==> src/rtl/hazard_pkg.sv <==
// Shared encodings for the multi-cycle hazard unit: forwarding-mux selects
// and the pipeline stage in which branches are resolved.
package hazard_pkg;

  typedef enum logic [1:0] {
    FWD_RF = 2'b00,
    FWD_W  = 2'b01,
    FWD_M  = 2'b10
  } fwd_sel_e;

  localparam int BR_IN_D = 0;
  localparam int BR_IN_E = 1;

endpackage

==> src/rtl/mdu_busy_ctr.sv <==
// Latency counter for the multiply/divide unit. A start while idle loads the
// op latency; the count then runs down to zero, with done flagged on the last
// busy cycle. Starts that arrive while busy are dropped.
module mdu_busy_ctr #(
  parameter int MUL_CYCLES = 4,
  parameter int DIV_CYCLES = 32
) (
  input  logic clk,
  input  logic reset,
  input  logic start_i,
  input  logic div_i,
  output logic busy_o,
  output logic done_o
);

  localparam int MAXLAT = (DIV_CYCLES > MUL_CYCLES) ? DIV_CYCLES : MUL_CYCLES;
  localparam int CW     = $clog2(MAXLAT + 1);

  localparam logic [CW-1:0] MUL_LAT = CW'(MUL_CYCLES);
  localparam logic [CW-1:0] DIV_LAT = CW'(DIV_CYCLES);
  localparam logic [CW-1:0] ONE     = CW'(1);

  logic [CW-1:0] cnt_q;
  logic [CW-1:0] cnt_d;

  // Load on an accepted start, otherwise count down towards idle
  always_comb begin
    cnt_d = cnt_q;
    if (start_i && (cnt_q == '0)) begin
      cnt_d = div_i ? DIV_LAT : MUL_LAT;
    end else if (cnt_q != '0) begin
      cnt_d = cnt_q - ONE;
    end
  end

  // Count register; reset aborts any operation in flight
  always_ff @(posedge clk or negedge reset) begin
    if (!reset) begin
      cnt_q <= '0;
    end else begin
      cnt_q <= cnt_d;
    end
  end

  assign busy_o = (cnt_q != '0);
  assign done_o = (cnt_q == ONE);

endmodule

==> src/rtl/hazard_unit_mc.sv <==
// Hazard unit for a five-stage pipeline with a multi-cycle MDU: forwarding
// selects, load-use / branch / MDU stalls, flushes, and a stall statistic.
module hazard_unit_mc
  import hazard_pkg::*;
#(
  parameter int REGW       = 5,
  parameter int MUL_CYCLES = 4,
  parameter int DIV_CYCLES = 32,
  parameter int BR_STAGE   = 0,
  parameter int CNTW       = 32
) (
  input  logic            clk,
  input  logic            reset,
  input  logic [REGW-1:0] rsD,
  input  logic [REGW-1:0] rtD,
  input  logic [REGW-1:0] rsE,
  input  logic [REGW-1:0] rtE,
  input  logic [REGW-1:0] writeregE,
  input  logic [REGW-1:0] writeregM,
  input  logic [REGW-1:0] writeregW,
  input  logic            useRsD,
  input  logic            useRtD,
  input  logic            branchD,
  input  logic            jumpD,
  input  logic            pcsrcD,
  input  logic            takenE,
  input  logic            memtoregE,
  input  logic            memtoregM,
  input  logic            regwriteE,
  input  logic            regwriteM,
  input  logic            regwriteW,
  input  logic            mdu_startE,
  input  logic            mdu_divE,
  input  logic            mdu_useD,
  input  logic            stat_clr,
  output logic            StallF,
  output logic            StallD,
  output logic            FlushD,
  output logic            FlushE,
  output logic            ForwardAD,
  output logic            ForwardBD,
  output logic [1:0]      ForwardAE,
  output logic [1:0]      ForwardBE,
  output logic            mdu_busy,
  output logic            mdu_done,
  output logic [CNTW-1:0] stall_count
);

  localparam bit BR_D = (BR_STAGE == BR_IN_D);
  localparam bit BR_E = (BR_STAGE == BR_IN_E);

  localparam logic [CNTW-1:0] CNT_MAX = '1;
  localparam logic [CNTW-1:0] CNT_ONE = CNTW'(1);

  fwd_sel_e fwdAE;
  fwd_sel_e fwdBE;
  logic     lwStall;
  logic     brStall;
  logic     mduStall;
  logic     rawStall;
  logic     takenFlush;
  logic     stallInt;

  logic [CNTW-1:0] stallCnt_q;
  logic [CNTW-1:0] stallCnt_d;

  mdu_busy_ctr #(
    .MUL_CYCLES(MUL_CYCLES),
    .DIV_CYCLES(DIV_CYCLES)
  ) u_mdu_busy_ctr (
    .clk    (clk),
    .reset  (reset),
    .start_i(mdu_startE),
    .div_i  (mdu_divE),
    .busy_o (mdu_busy),
    .done_o (mdu_done)
  );

  // E-stage operand forwarding: the younger M result beats the W result
  always_comb begin
    fwdAE = FWD_RF;
    fwdBE = FWD_RF;
    if ((rsE != '0) && (rsE == writeregM) && regwriteM) begin
      fwdAE = FWD_M;
    end else if ((rsE != '0) && (rsE == writeregW) && regwriteW) begin
      fwdAE = FWD_W;
    end
    if ((rtE != '0) && (rtE == writeregM) && regwriteM) begin
      fwdBE = FWD_M;
    end else if ((rtE != '0) && (rtE == writeregW) && regwriteW) begin
      fwdBE = FWD_W;
    end
  end

  // D-stage branch-compare forwarding only exists when branches resolve in D
  always_comb begin
    ForwardAD = 1'b0;
    ForwardBD = 1'b0;
    if (BR_D) begin
      ForwardAD = useRsD && (rsD != '0) && (rsD == writeregM) && regwriteM;
      ForwardBD = useRtD && (rtD != '0) && (rtD == writeregM) && regwriteM;
    end
  end

  // Stall sources: load-use, early branch operand not ready, MDU result pending
  always_comb begin
    lwStall = memtoregE && (rtE != '0) &&
              ((useRsD && (rtE == rsD)) || (useRtD && (rtE == rtD)));
    brStall = 1'b0;
    if (BR_D) begin
      brStall = branchD &&
                ((regwriteE && (writeregE != '0) &&
                  ((useRsD && (writeregE == rsD)) || (useRtD && (writeregE == rtD)))) ||
                 (memtoregM && (writeregM != '0) &&
                  ((useRsD && (writeregM == rsD)) || (useRtD && (writeregM == rtD)))));
    end
    mduStall = mdu_useD && (mdu_startE || (mdu_busy && !mdu_done));
  end

  // A taken E-stage branch squashes D and E, so it overrides any stall
  always_comb begin
    rawStall   = lwStall || brStall || mduStall;
    takenFlush = BR_E && takenE;
    stallInt   = rawStall && !takenFlush;
    FlushE     = stallInt || takenFlush;
    FlushD     = takenFlush || (!stallInt && (jumpD || (BR_D && pcsrcD)));
  end

  // Saturating stall statistic; clear takes priority over counting
  always_comb begin
    stallCnt_d = stallCnt_q;
    if (stat_clr) begin
      stallCnt_d = '0;
    end else if (stallInt && (stallCnt_q != CNT_MAX)) begin
      stallCnt_d = stallCnt_q + CNT_ONE;
    end
  end

  // Stall statistic register
  always_ff @(posedge clk or negedge reset) begin
    if (!reset) begin
      stallCnt_q <= '0;
    end else begin
      stallCnt_q <= stallCnt_d;
    end
  end

  assign StallD      = stallInt;
  assign StallF      = stallInt;
  assign ForwardAE   = fwdAE;
  assign ForwardBE   = fwdBE;
  assign stall_count = stallCnt_q;

endmodule

==> config.mk <==
export PLATFORM = sky130hd
export DESIGN_NAME = hazard_unit_mc
export DESIGN_NICKNAME = d
export VERILOG_FILES = /design/src/rtl/hazard_pkg.sv /design/src/rtl/mdu_busy_ctr.sv /design/src/rtl/hazard_unit_mc.sv
export SDC_FILE = /design/constraint.sdc
export NUM_CORES = 1
export LEC_CHECK = 0
export ABC_AREA = 1
export CAP_MARGIN = 20
export CORE_UTILIZATION = 34
export DETAILED_ROUTE_END_ITERATION = 6
export PLACE_DENSITY = 0.69
export SYNTH_ARGS = -nofsm -noshare
export SYNTH_HDL_FRONTEND = slang
export SYNTH_SLANG_ARGS = --single-unit
==> constraint.sdc <==
create_clock -name clk -period 7.5 [get_ports clk]
set_input_delay 2.25 -clock clk [delete_from_list [all_inputs] [get_ports clk]]
set_output_delay 2.25 -clock clk [all_outputs]
set_load 0.02 [all_outputs]
==> impl_metrics.ini <==
[logic_synthesis]
synthMuxAreaShare = 0
ys.flop_type = dfrtp_1
ys_warn_count = 0
synth_edf_count = 0
netlist_area_um2 = 3620
yosysTopAreaCellShare = 0.263
synth_top_family_by_area = simple AND/OR/NAND/NOR gates
syn_inst = 597
synth_compound_area_frac = 0.0650
yosysSeqAreaShare = 0.263
yosys.area_share.adder = 0.0138
yosysTopAreaCell = dfrtp_1
avgSynthCellArea_um2 = 6.06
syn-num-nets = 653
synth_most_common_cell = nand2_1
synth_common_cells = 187 x nand2_1, 69 x inv_1, 69 x nor2_1
ys_top_cells_by_area = dfrtp_1 26%, nand2_1 19%, nand3_1 9.0%, inv_1 7.2%, nor2_1 7.2%
synth_seq_cells = 38
async_flop_share = 1.00
synthDistinctLibCells = 37
synthXorXnorAreaFrac = 0.0677
synth-simple-area-share = 0.474

[critical_path]
path_max_fanout = 6
worst_ep_arrival_time_ns = 4.34
cpPeakStageDelay_ns = 0.67
path_delay_family = buffers and inverters
rrSetupSlack_ns = 4.83
crit_buf_inv = 2
crit_required_ns = 5.25
crit_top_cell = nand2_1
setup.worst_path.class = in -> out
r2r_start = stall_count[0]$_DFFE_PN0P_
critical_path.startpoint = writeregM[4]
reg2reg_depth = 11
r2r_end = stall_count[26]$_DFFE_PN0P_
cp-end-kind = output port
crit_end = FlushD
critPathSlowestCell = clkdlybuf4s50_1
start_kind = input pin
worst-path-stages = 12
crit_chain = clkdlybuf4s50_1 -> nand2_1 -> nand2_1 -> nor2_1 -> nand3_1 -> nand2_1 -> nand2_1 -> nand2_1 -> nand2_1 -> nand2_2 -> nor2_1 -> clkdlybuf4s50_1

[clock_tree]
cts_tree = done
root_buffer = clkbuf_8
clockBufferDepth = 2
htree_levels = 2
cts.sinks = 38
clk_pin_slew_ns = 0.07
cts_buffers = 5
worstSkewPairLatency_ns = 0.30
cts_resized = 0
postCtsHoldBufs = 0
post_cts_buffers = 0

[finish]
nets = 738
syn_to_final_growth_pct = 30.3
final_util = 0.457
insertedDiodeCount = 0
final_area_um2 = 4720
fillCellCount = 1055
drive_gt1_frac = 0.0529

[die]
dieArea_um2 = 11100
die_h_um = 105
coreArea_um2 = 10300
initial_core_util = 0.351
ios = 96
core.rowCount = 37
dieWidth_um = 105

[sta]
tns_ns = 0
min_period_ns = 6.59
period_share = 0.878
setup_viol_count_final = 0
skew_ns = 0.00783
fmaxAchievable_mhz = 152
worstMarginPinSlew_ns = 0.953
rsz0062_at_grt = false
hold_viol = 0
slew_violations = 0
final.setup.worst_slack_ns = 0.913
max_slew_margin = 0.364

[flow_run]
maxCapViolCount = 0

[power_and_ir_drop]
vdd_drop_max_uv = 78.5
p_leak_nw = 2.37
power_density_nw_per_um2 = 124

[routing]
routedWlPerCell_um = 13.9
vias = 4146
final_antenna_net_count = 0
post-route-drc-count = 0
drt_iter0_drc = 277
dr.pass1.iters = 5
drt-vias-per-instance = 5.07
finalWirelength_um = 11400

[global_route]
track_usage = 0.210
grt_pass1_vias = 4023
grt_max_degree = 39
overflow = 0
antenna_found_initial = 0
grt_pass1_wl_um = 19100

[placement]
place_hpwl_um = 8630
gp_congestion = 0.943
dpl_cell_area_um2 = 4630
dp_slack_ns = 0.904
io_buffers = 94

[run_status]
status = completed

[min_path]
min_path_type = reg -> reg
## area by class of cell
cell class / instances / area, µm² / area share
clock buffers: 6 / 82.6 / 0.0175
inverters: 84 / 315 / 0.0668
multi-input cells: 457 / 2250 / 0.476
flip-flops and latches: 38 / 951 / 0.202
well taps: 136 / 170 / 0.0361
repair buffers: 96 / 951 / 0.202
## registers in the layout, indices dropped and copies added (netlist names)
register	cells
u_mdu_busy_ctr.cnt_q	6
stall_count	32
## layout by cell type (no fill, tap or decap), types with 3 or more instances in the layout
master	n
a21oi_1	5
nor2_2	3
dfrtp_1	38
nand2_2	3
clkdlybuf4s50_1	93
ha_1	4
inv_1	69
o2111ai_1	4
nor2_1	69
inv_2	15
o21ai_1	4
nor3_1	15
xnor2_1	6
nand4_1	34
nand3_1	65
xor2_1	22
o21ai_0	18
nand2_1	187
clkbuf_8	6
## per-layer routing
| layer | global-route usage | wire length (µm) |
|---|---|---|
| met1 | 0.275 | 5130 |
| met2 | 0.348 | 5310 |
| met3 | 0.0287 | 562 |
| met4 | 0.0865 | 348 |
| met5 | 0 | 0 |
## worst min-delay path, cell delays in order (launching register included)
cell and delay, ns:
dfrtp_1 0.37, nand2_1 0.06, nand3_1 0.07
## cells by family after synthesis
family / after synthesis
buf+inv: 102
fa+ha+maj: 4
flops: 38
simple gates: 386
compound gates: 39
xor+xnor: 28
## where the power goes
group          total [mW]  internal, mW  leakage [nW]  switching (mW)
Clock               0.144        0.0710        0.0431          0.0731
Combinational       0.199        0.0834          1.81           0.116
Sequential          0.241         0.224         0.517          0.0166
Total               0.584         0.378          2.37           0.205
## worst min path at each step
stage | depth (start not counted) | slack (ns) | start | to
2_1_floorplan | 2 | 0.49 | u_mdu_busy_ctr.cnt_q[5]$_DFFE_PN0P_ | u_mdu_busy_ctr.cnt_q[5]$_DFFE_PN0P_
3_3_place_gp | 2 | 0.51 | u_mdu_busy_ctr.cnt_q[5]$_DFFE_PN0P_ | u_mdu_busy_ctr.cnt_q[5]$_DFFE_PN0P_
3_5_place_dp | 2 | 0.53 | u_mdu_busy_ctr.cnt_q[5]$_DFFE_PN0P_ | u_mdu_busy_ctr.cnt_q[5]$_DFFE_PN0P_
4_1_cts | 1 | 0.53 | u_mdu_busy_ctr.cnt_q[0]$_DFFE_PN0P_ | u_mdu_busy_ctr.cnt_q[0]$_DFFE_PN0P_
5_1_grt | 1 | 0.56 | u_mdu_busy_ctr.cnt_q[0]$_DFFE_PN0P_ | u_mdu_busy_ctr.cnt_q[0]$_DFFE_PN0P_
6_report | 2 | 0.53 | u_mdu_busy_ctr.cnt_q[5]$_DFFE_PN0P_ | u_mdu_busy_ctr.cnt_q[5]$_DFFE_PN0P_
## metrics by stage
stage	power (mW)	instances	hold WS (ns)
final	0.584	817	0.533
after floorplan	0.366	597	0.487
after CTS	0.585	817	0.532
after detailed placement	0.441	811	0.526
after global placement	0.435	811	0.508
after global routing	0.616	817	0.560
Note: power is estimated with default switching activity, not from simulation.
